--- config.mk ---
export PLATFORM = sky130hd
export DESIGN_NAME = spi_slave
export DESIGN_NICKNAME = d
export VERILOG_FILES = /design/src/rtl/spi_slave.sv
export SDC_FILE = /design/constraint.sdc
export NUM_CORES = 1
export LEC_CHECK = 0
export ABC_CLOCK_PERIOD_IN_PS = 5800
export BUFFER_PORTS_ARGS = -buffer_cell sky130_fd_sc_hd__buf_2
export CORE_UTILIZATION = 35
export CTS_BUF_LIST = sky130_fd_sc_hd__clkbuf_8
export CTS_CLUSTER_SIZE = 25
export DETAILED_ROUTE_END_ITERATION = 16
export PLACE_DENSITY = 0.63
export SYNTH_ARGS = -nofsm -noshare
export SYNTH_HDL_FRONTEND = slang
export SYNTH_SLANG_ARGS = --single-unit
--- constraint.sdc ---
create_clock -name clk -period 5.8 [get_ports clk]
set_clock_uncertainty 0.15 [all_clocks]
set_input_delay 1.45 -clock clk [delete_from_list [all_inputs] [get_ports clk]]
set_output_delay 1.45 -clock clk [all_outputs]
set_load 0.01 [all_outputs]
--- src/rtl/spi_slave.sv ---
// spi_slave: mode-0 MSB-first SPI responder, one DATA_LENGTH frame per CS_n.
// Ports: spi_* bus pins, tx_* one-word TX buffer, rx_* word pulse, status.
module spi_slave #(
  parameter int DATA_LENGTH = 8,
  parameter int SYNC_STAGES = 2,
  parameter logic [DATA_LENGTH-1:0] TX_DEFAULT = '0
) (
  input  logic                   clk,
  input  logic                   rst_n,
  input  logic                   spi_sck,
  input  logic                   spi_cs_n,
  input  logic                   spi_mosi,
  output logic                   spi_miso,
  input  logic [DATA_LENGTH-1:0] tx_data,
  input  logic                   tx_valid,
  output logic                   tx_ready,
  output logic [DATA_LENGTH-1:0] rx_data,
  output logic                   rx_valid,
  output logic                   busy,
  output logic                   frame_err,
  output logic                   tx_underrun
);

  localparam int CW = $clog2(DATA_LENGTH + 1);
  localparam logic [CW-1:0] LAST = CW'(DATA_LENGTH);

  typedef enum logic [1:0] {
    IDLE,
    SHIFT,
    WAIT_CS
  } state_t;

  state_t state;

  logic [SYNC_STAGES-1:0] sck_sync;
  logic [SYNC_STAGES-1:0] cs_sync;
  logic [SYNC_STAGES-1:0] mosi_sync;
  logic                   sck_prev;
  logic                   cs_prev;
  logic [SYNC_STAGES:0]   fill;
  logic                   armed;

  logic sck_s, cs_s, mosi_s;
  logic sck_rise, sck_fall;
  logic cs_rise, cs_fall;

  logic [DATA_LENGTH-1:0] shift_tx;
  logic [DATA_LENGTH-1:0] shift_rx;
  logic [DATA_LENGTH-1:0] rx_next;
  logic [CW-1:0]          bit_cnt;
  logic [CW-1:0]          cnt_next;
  logic [DATA_LENGTH-1:0] buf_data;
  logic                   buf_full;
  logic                   tx_accept;

  assign sck_s  = sck_sync[SYNC_STAGES-1];
  assign cs_s   = cs_sync[SYNC_STAGES-1];
  assign mosi_s = mosi_sync[SYNC_STAGES-1];

  assign sck_rise = sck_s & ~sck_prev;
  assign sck_fall = ~sck_s & sck_prev;
  assign cs_rise  = cs_s & ~cs_prev;
  // A CS_n fall only counts once the bus has been seen idle after reset,
  // so a frame already in flight at reset release is ignored.
  assign cs_fall  = armed & ~cs_s & cs_prev;

  assign rx_next   = {shift_rx[DATA_LENGTH-2:0], mosi_s};
  assign cnt_next  = bit_cnt + 1'b1;
  assign tx_ready  = ~buf_full;
  assign tx_accept = tx_valid & ~buf_full;

  always_ff @(posedge clk or negedge rst_n) begin
    if (!rst_n) begin
      sck_sync  <= '0;
      cs_sync   <= '1;
      mosi_sync <= '0;
      sck_prev  <= 1'b0;
      cs_prev   <= 1'b1;
      fill      <= '0;
      armed     <= 1'b0;
    end else begin
      sck_sync  <= {sck_sync[SYNC_STAGES-2:0], spi_sck};
      cs_sync   <= {cs_sync[SYNC_STAGES-2:0], spi_cs_n};
      mosi_sync <= {mosi_sync[SYNC_STAGES-2:0], spi_mosi};
      sck_prev  <= sck_s;
      cs_prev   <= cs_s;
      // fill marks when reset values have drained out of the chain
      fill      <= {fill[SYNC_STAGES-1:0], 1'b1};
      armed     <= armed | (fill[SYNC_STAGES] & cs_s);
    end
  end

  always_ff @(posedge clk or negedge rst_n) begin
    if (!rst_n) begin
      state       <= IDLE;
      spi_miso    <= 1'b0;
      rx_data     <= '0;
      rx_valid    <= 1'b0;
      busy        <= 1'b0;
      frame_err   <= 1'b0;
      tx_underrun <= 1'b0;
      shift_tx    <= '0;
      shift_rx    <= '0;
      bit_cnt     <= '0;
      buf_data    <= '0;
      buf_full    <= 1'b0;
    end else begin
      rx_valid    <= 1'b0;
      frame_err   <= 1'b0;
      tx_underrun <= 1'b0;

      unique case (state)
        IDLE: begin
          if (cs_fall) begin
            state   <= SHIFT;
            busy    <= 1'b1;
            bit_cnt <= '0;
            if (buf_full) begin
              shift_tx <= buf_data;
              spi_miso <= buf_data[DATA_LENGTH-1];
              buf_full <= 1'b0;
            end else begin
              shift_tx    <= TX_DEFAULT;
              spi_miso    <= TX_DEFAULT[DATA_LENGTH-1];
              tx_underrun <= 1'b1;
            end
          end
        end
        SHIFT: begin
          if (cs_rise) begin
            state     <= IDLE;
            busy      <= 1'b0;
            spi_miso  <= 1'b0;
            frame_err <= 1'b1;
          end else if (sck_rise) begin
            shift_rx <= rx_next;
            bit_cnt  <= cnt_next;
            if (cnt_next == LAST) begin
              rx_data  <= rx_next;
              rx_valid <= 1'b1;
              state    <= WAIT_CS;
            end
          end else if (sck_fall && bit_cnt < LAST) begin
            shift_tx <= shift_tx << 1;
            spi_miso <= shift_tx[DATA_LENGTH-2];
          end
        end
        WAIT_CS: begin
          if (cs_rise) begin
            state    <= IDLE;
            busy     <= 1'b0;
            spi_miso <= 1'b0;
          end
        end
        default: state <= IDLE;
      endcase

      // accept never overlaps the frame-start drain: it needs an empty buffer
      if (tx_accept) begin
        buf_data <= tx_data;
        buf_full <= 1'b1;
      end
    end
  end

endmodule

==> reports/summary.txt <==
==========================================================================================
Worst-case setup margin in the final layout                                        3.19 ns
Die extent in x                                                                    82.8 um
Weighted congestion at the end of routability-driven global placement                0.795
Critical path fanouts, max                                                               7
Initial antenna violation count                                                          0
Most common cell in the netlist                                               sky130_fd_sc_hd__dfrtp_1
Ratio of final minimum period to clock period                                        44.9%
Overflow left after global routing                                                       0
Post-CTS setup buffer count                                                              0
Remaining design rule violation count                                                    0
Number of max-slew violations in the final report                                        0
Effective utilization at floorplan                                                   36.2%
Netlist area before placement                                                 0.00229 sq mm
Peak supply drop                                                                  0.242 mV
Max Cap Violations                                                                       0
Count of standard-cell rows                                                             29
Worst slew margin relative to its limit                                              49.3%
Vias per cell                                                                         5.00
Ant diodes                                                                               0
Most used flip-flop cell after synthesis                                      sky130_fd_sc_hd__dfrtp_1
YS warnings                                                                              0
Hold violation count in the final report                                                 0
Post-CTS Hold Buffers                                                                    0
Register bit total from synthesis                                                       54
Clock root buffer master                                                      sky130_fd_sc_hd__clkbuf_8
Worst min-delay path class                                                      reg -> reg
Net total in the final layout                                                          221
Final routed wire length divided by cell count                                     13.1 um
Post-synthesis cell type with the largest combined area                       sky130_fd_sc_hd__dfrtp_1
# clock sinks                                                                           54
Largest net degree at the start of global routing                                       55
Part of the power in registers                                                       48.1%
Overall fraction of global-route tracks in use                                       11.6%
RSZ-0062 raised after global routing                                                    no
Worst path cell trace                                                         inv_1 > buf_2
Category of the worst setup path launch point                                     register
Area share of the largest cell type after synthesis                                  55.8%
Number of fillers in the final layout                                                  615
Number of buffers on the longest clock path                                              2
Signed area change from the synthesized netlist to the final layout                  13.8%
Post-synth top cells                                                          sky130_fd_sc_hd__dfrtp_1 (51), sky130_fd_sc_hd__mux2_2 (29), sky130_fd_sc_hd__nand2_1 (11), sky130_fd_sc_hd__inv_1 (6), sky130_fd_sc_hd__nor2_1 (6)
Crit Path Category                                                              reg -> out
Number of buffers and inverters on the critical path                                     2
Number of detailed-route iterations in the first pass                                    4
Port Buffer Count                                                                       27
Insertion delay to the later sink of the worst-skew pair                           0.30 ns
Relative contribution of the clock network to total power                            23.2%
DRT antenna net count                                                                    0
Placeable core area                                                           0.00631 sq mm
Number of buffers added by the clock tree synthesis step                                 5
Power share of the combinational group                                               28.7%
Power density over cell area                                                   423 mW/mm^2
Number of synthesized flops with an enable pin                                           0
Total via count in the routed design                                                 1,399
# resized after CTS                                                                      0
Synthesized Nets                                                                       192
Final routed wirelength across all metal layers                                    3660 um
Detailed Place HPWL                                                                2570 um
Final Core Density                                                                   41.2%
Switching Power                                                                 0.000331 W
Switching portion of total power                                                     30.1%
Run status                                                                    finished, final reports clean
Yosys cell types                                                                        44
Number of top-level design ports                                                        28
Vias in the first global route                                                       1,358
Worst-path cell with the longest stage delay                                  sky130_fd_sc_hd__dfrtp_1
Clock edge transition at the registers on the reported setup and hold paths        0.09 ns
Lkg Pwr                                                                            1.27 nW
Internal power consumption                                                      0.000769 W
Sequential element share of the synthesized area                                     59.3%
Floorplan die area                                                            0.00686 sq mm
Synthesized area divided by synthesized cell count                              13.2 sq um
TNS Setup                                                                             0 ns
Data arrival, critical path                                                        1.01 ns
Type of element capturing the critical path                                     output pin
Number of levels in the clock H-tree                                                     2
First-pass GRT wire length                                                         6290 um
Data required time at the worst endpoint                                           4.20 ns
Number of DRC markers after the initial detailed-route iteration                        50
Syn Inst Count                                                                         173
Floorplan die height                                                               82.8 um
Worst stage delay on the critical path                                             0.48 ns
Proportion of layout cells with a drive suffix above 1                               34.5%
Final Setup Violations                                                                   0
Cell class contributing the biggest share of worst-path delay                   flip-flops
Fmax                                                                             0.384 GHz
Worst-margin pin slew                                                             0.759 ns
Worst slack at placement                                                           2.97 ns
Largest cells by area after synthesis                                         sky130_fd_sc_hd__dfrtp_1 (56%), sky130_fd_sc_hd__mux2_2 (14%), sky130_fd_sc_hd__dfstp_2 (3.4%), sky130_fd_sc_hd__ha_1 (2.7%), sky130_fd_sc_hd__a22o_1 (1.9%)
TritonCTS clock tree                                                                   yes
Async set or reset register ratio after synthesis                                     100%
Minimum period implied by the final worst setup slack                              2.61 ns
==========================================================================================
-- cell usage in the layout, fill, tap and decap left out, drive strengths merged, types with 2 or more instances in the layout --
cell / count
nand2: 11
buf: 28
ha: 5
and3: 2
and2: 2
a21o: 4
mux2: 30
o21ai: 5
nand3: 2
a21oi: 2
clkbuf: 6
nor2: 6
dfrtp: 51
a22o: 5
nor3: 4
inv: 7
dfstp: 3
o211ai: 2
nor2b: 5
-- kinds of logic after synthesis --
logic type	synth area share (%)
XOR/XNOR	0.383
other	0.164
flip-flops	59.3
buffers and inverters	2.74
multiplexers	15.2
AO/OA/AOI/OAI	9.63
adder cells (fa/ha/maj)	2.74
AND/OR/NAND/NOR	9.85
-- metal layers --
metal	share of wire, %	wire length, um	track usage (%)
met4	1.9	70	5.96
met1	46	1680	14.0
met3	3.0	111	3.08
met5	0	0	0
met2	49	1800	19.0
-- power by group through the flow --
stage                     logic, W  registers (W)  clock network, W
after global placement    0.000310       0.000534                 0
after detailed placement  0.000320       0.000538                 0
after CTS                 0.000320       0.000531          0.000265
after floorplan           0.000261       0.000521                 0
final                     0.000315       0.000530          0.000255
after global routing      0.000351       0.000543          0.000281
-- final cells by class --
type | instances | area (sq um) | share of cell area, %
repair buffers | 28 | 143 | 5.48
clock buffers | 6 | 82.6 | 3.17
flip-flops and latches | 54 | 1360 | 52.1
multi-input cells | 107 | 868 | 33.4
well taps | 77 | 96.3 | 3.70
clock inverters | 2 | 33.8 | 1.30
inverters | 6 | 22.5 | 0.866
-- registers in the layout, summed over array words and instances (netlist names) --
signal,count
buf_full,1
state,2
armed,1
shift_tx,7
tx_underrun,1
mosi_sync,2
spi_miso,1
shift_rx,7
sck_sync,2
rx_valid,1
sck_prev,1
fill,3
cs_sync,2
bit_cnt,4
buf_data,8
frame_err,1
rx_data,8
cs_prev,1
busy,1
-- path summary, 6_finish.rpt --
| kind | startpoint | to | slack, ns | cells past startpoint |
|---|---|---|---|---|
| worst max-delay path | buf_full$_DFFE_PN0P_ | tx_ready | 3.19 | 2 |
| worst min-delay path | mosi_sync[0]$_DFF_PN0_ | mosi_sync[1]$_DFF_PN0_ | 0.20 | 0 |
| worst max register to register | state[1]$_DFFE_PN0P_ | rx_data[5]$_DFFE_PN0P_ | 3.36 | 5 |
| worst min register to register | mosi_sync[0]$_DFF_PN0_ | mosi_sync[1]$_DFF_PN0_ | 0.20 | 0 |
| max in group asynchronous | rst_n | tx_underrun$_DFF_PN0_ | 3.95 | 2 |
| min in group asynchronous | rst_n | rx_data[6]$_DFFE_PN0P_ | 1.11 | 2 |
-- through the flow --
step | instances | total power [W] | cell area [sq um] | hold slack, ns
global route | 280 | 0.00118 | 2600 | 0.217
detailed placement | 272 | 0.000857 | 2480 | 0.185
floorplan | 173 | 0.000782 | 2290 | 0.181
finish | 280 | 0.00110 | 2600 | 0.205
global placement | 272 | 0.000844 | 2480 | 0.182
CTS | 280 | 0.00112 | 2600 | 0.207
No activity file was read; power rests on OpenSTA's default activity.
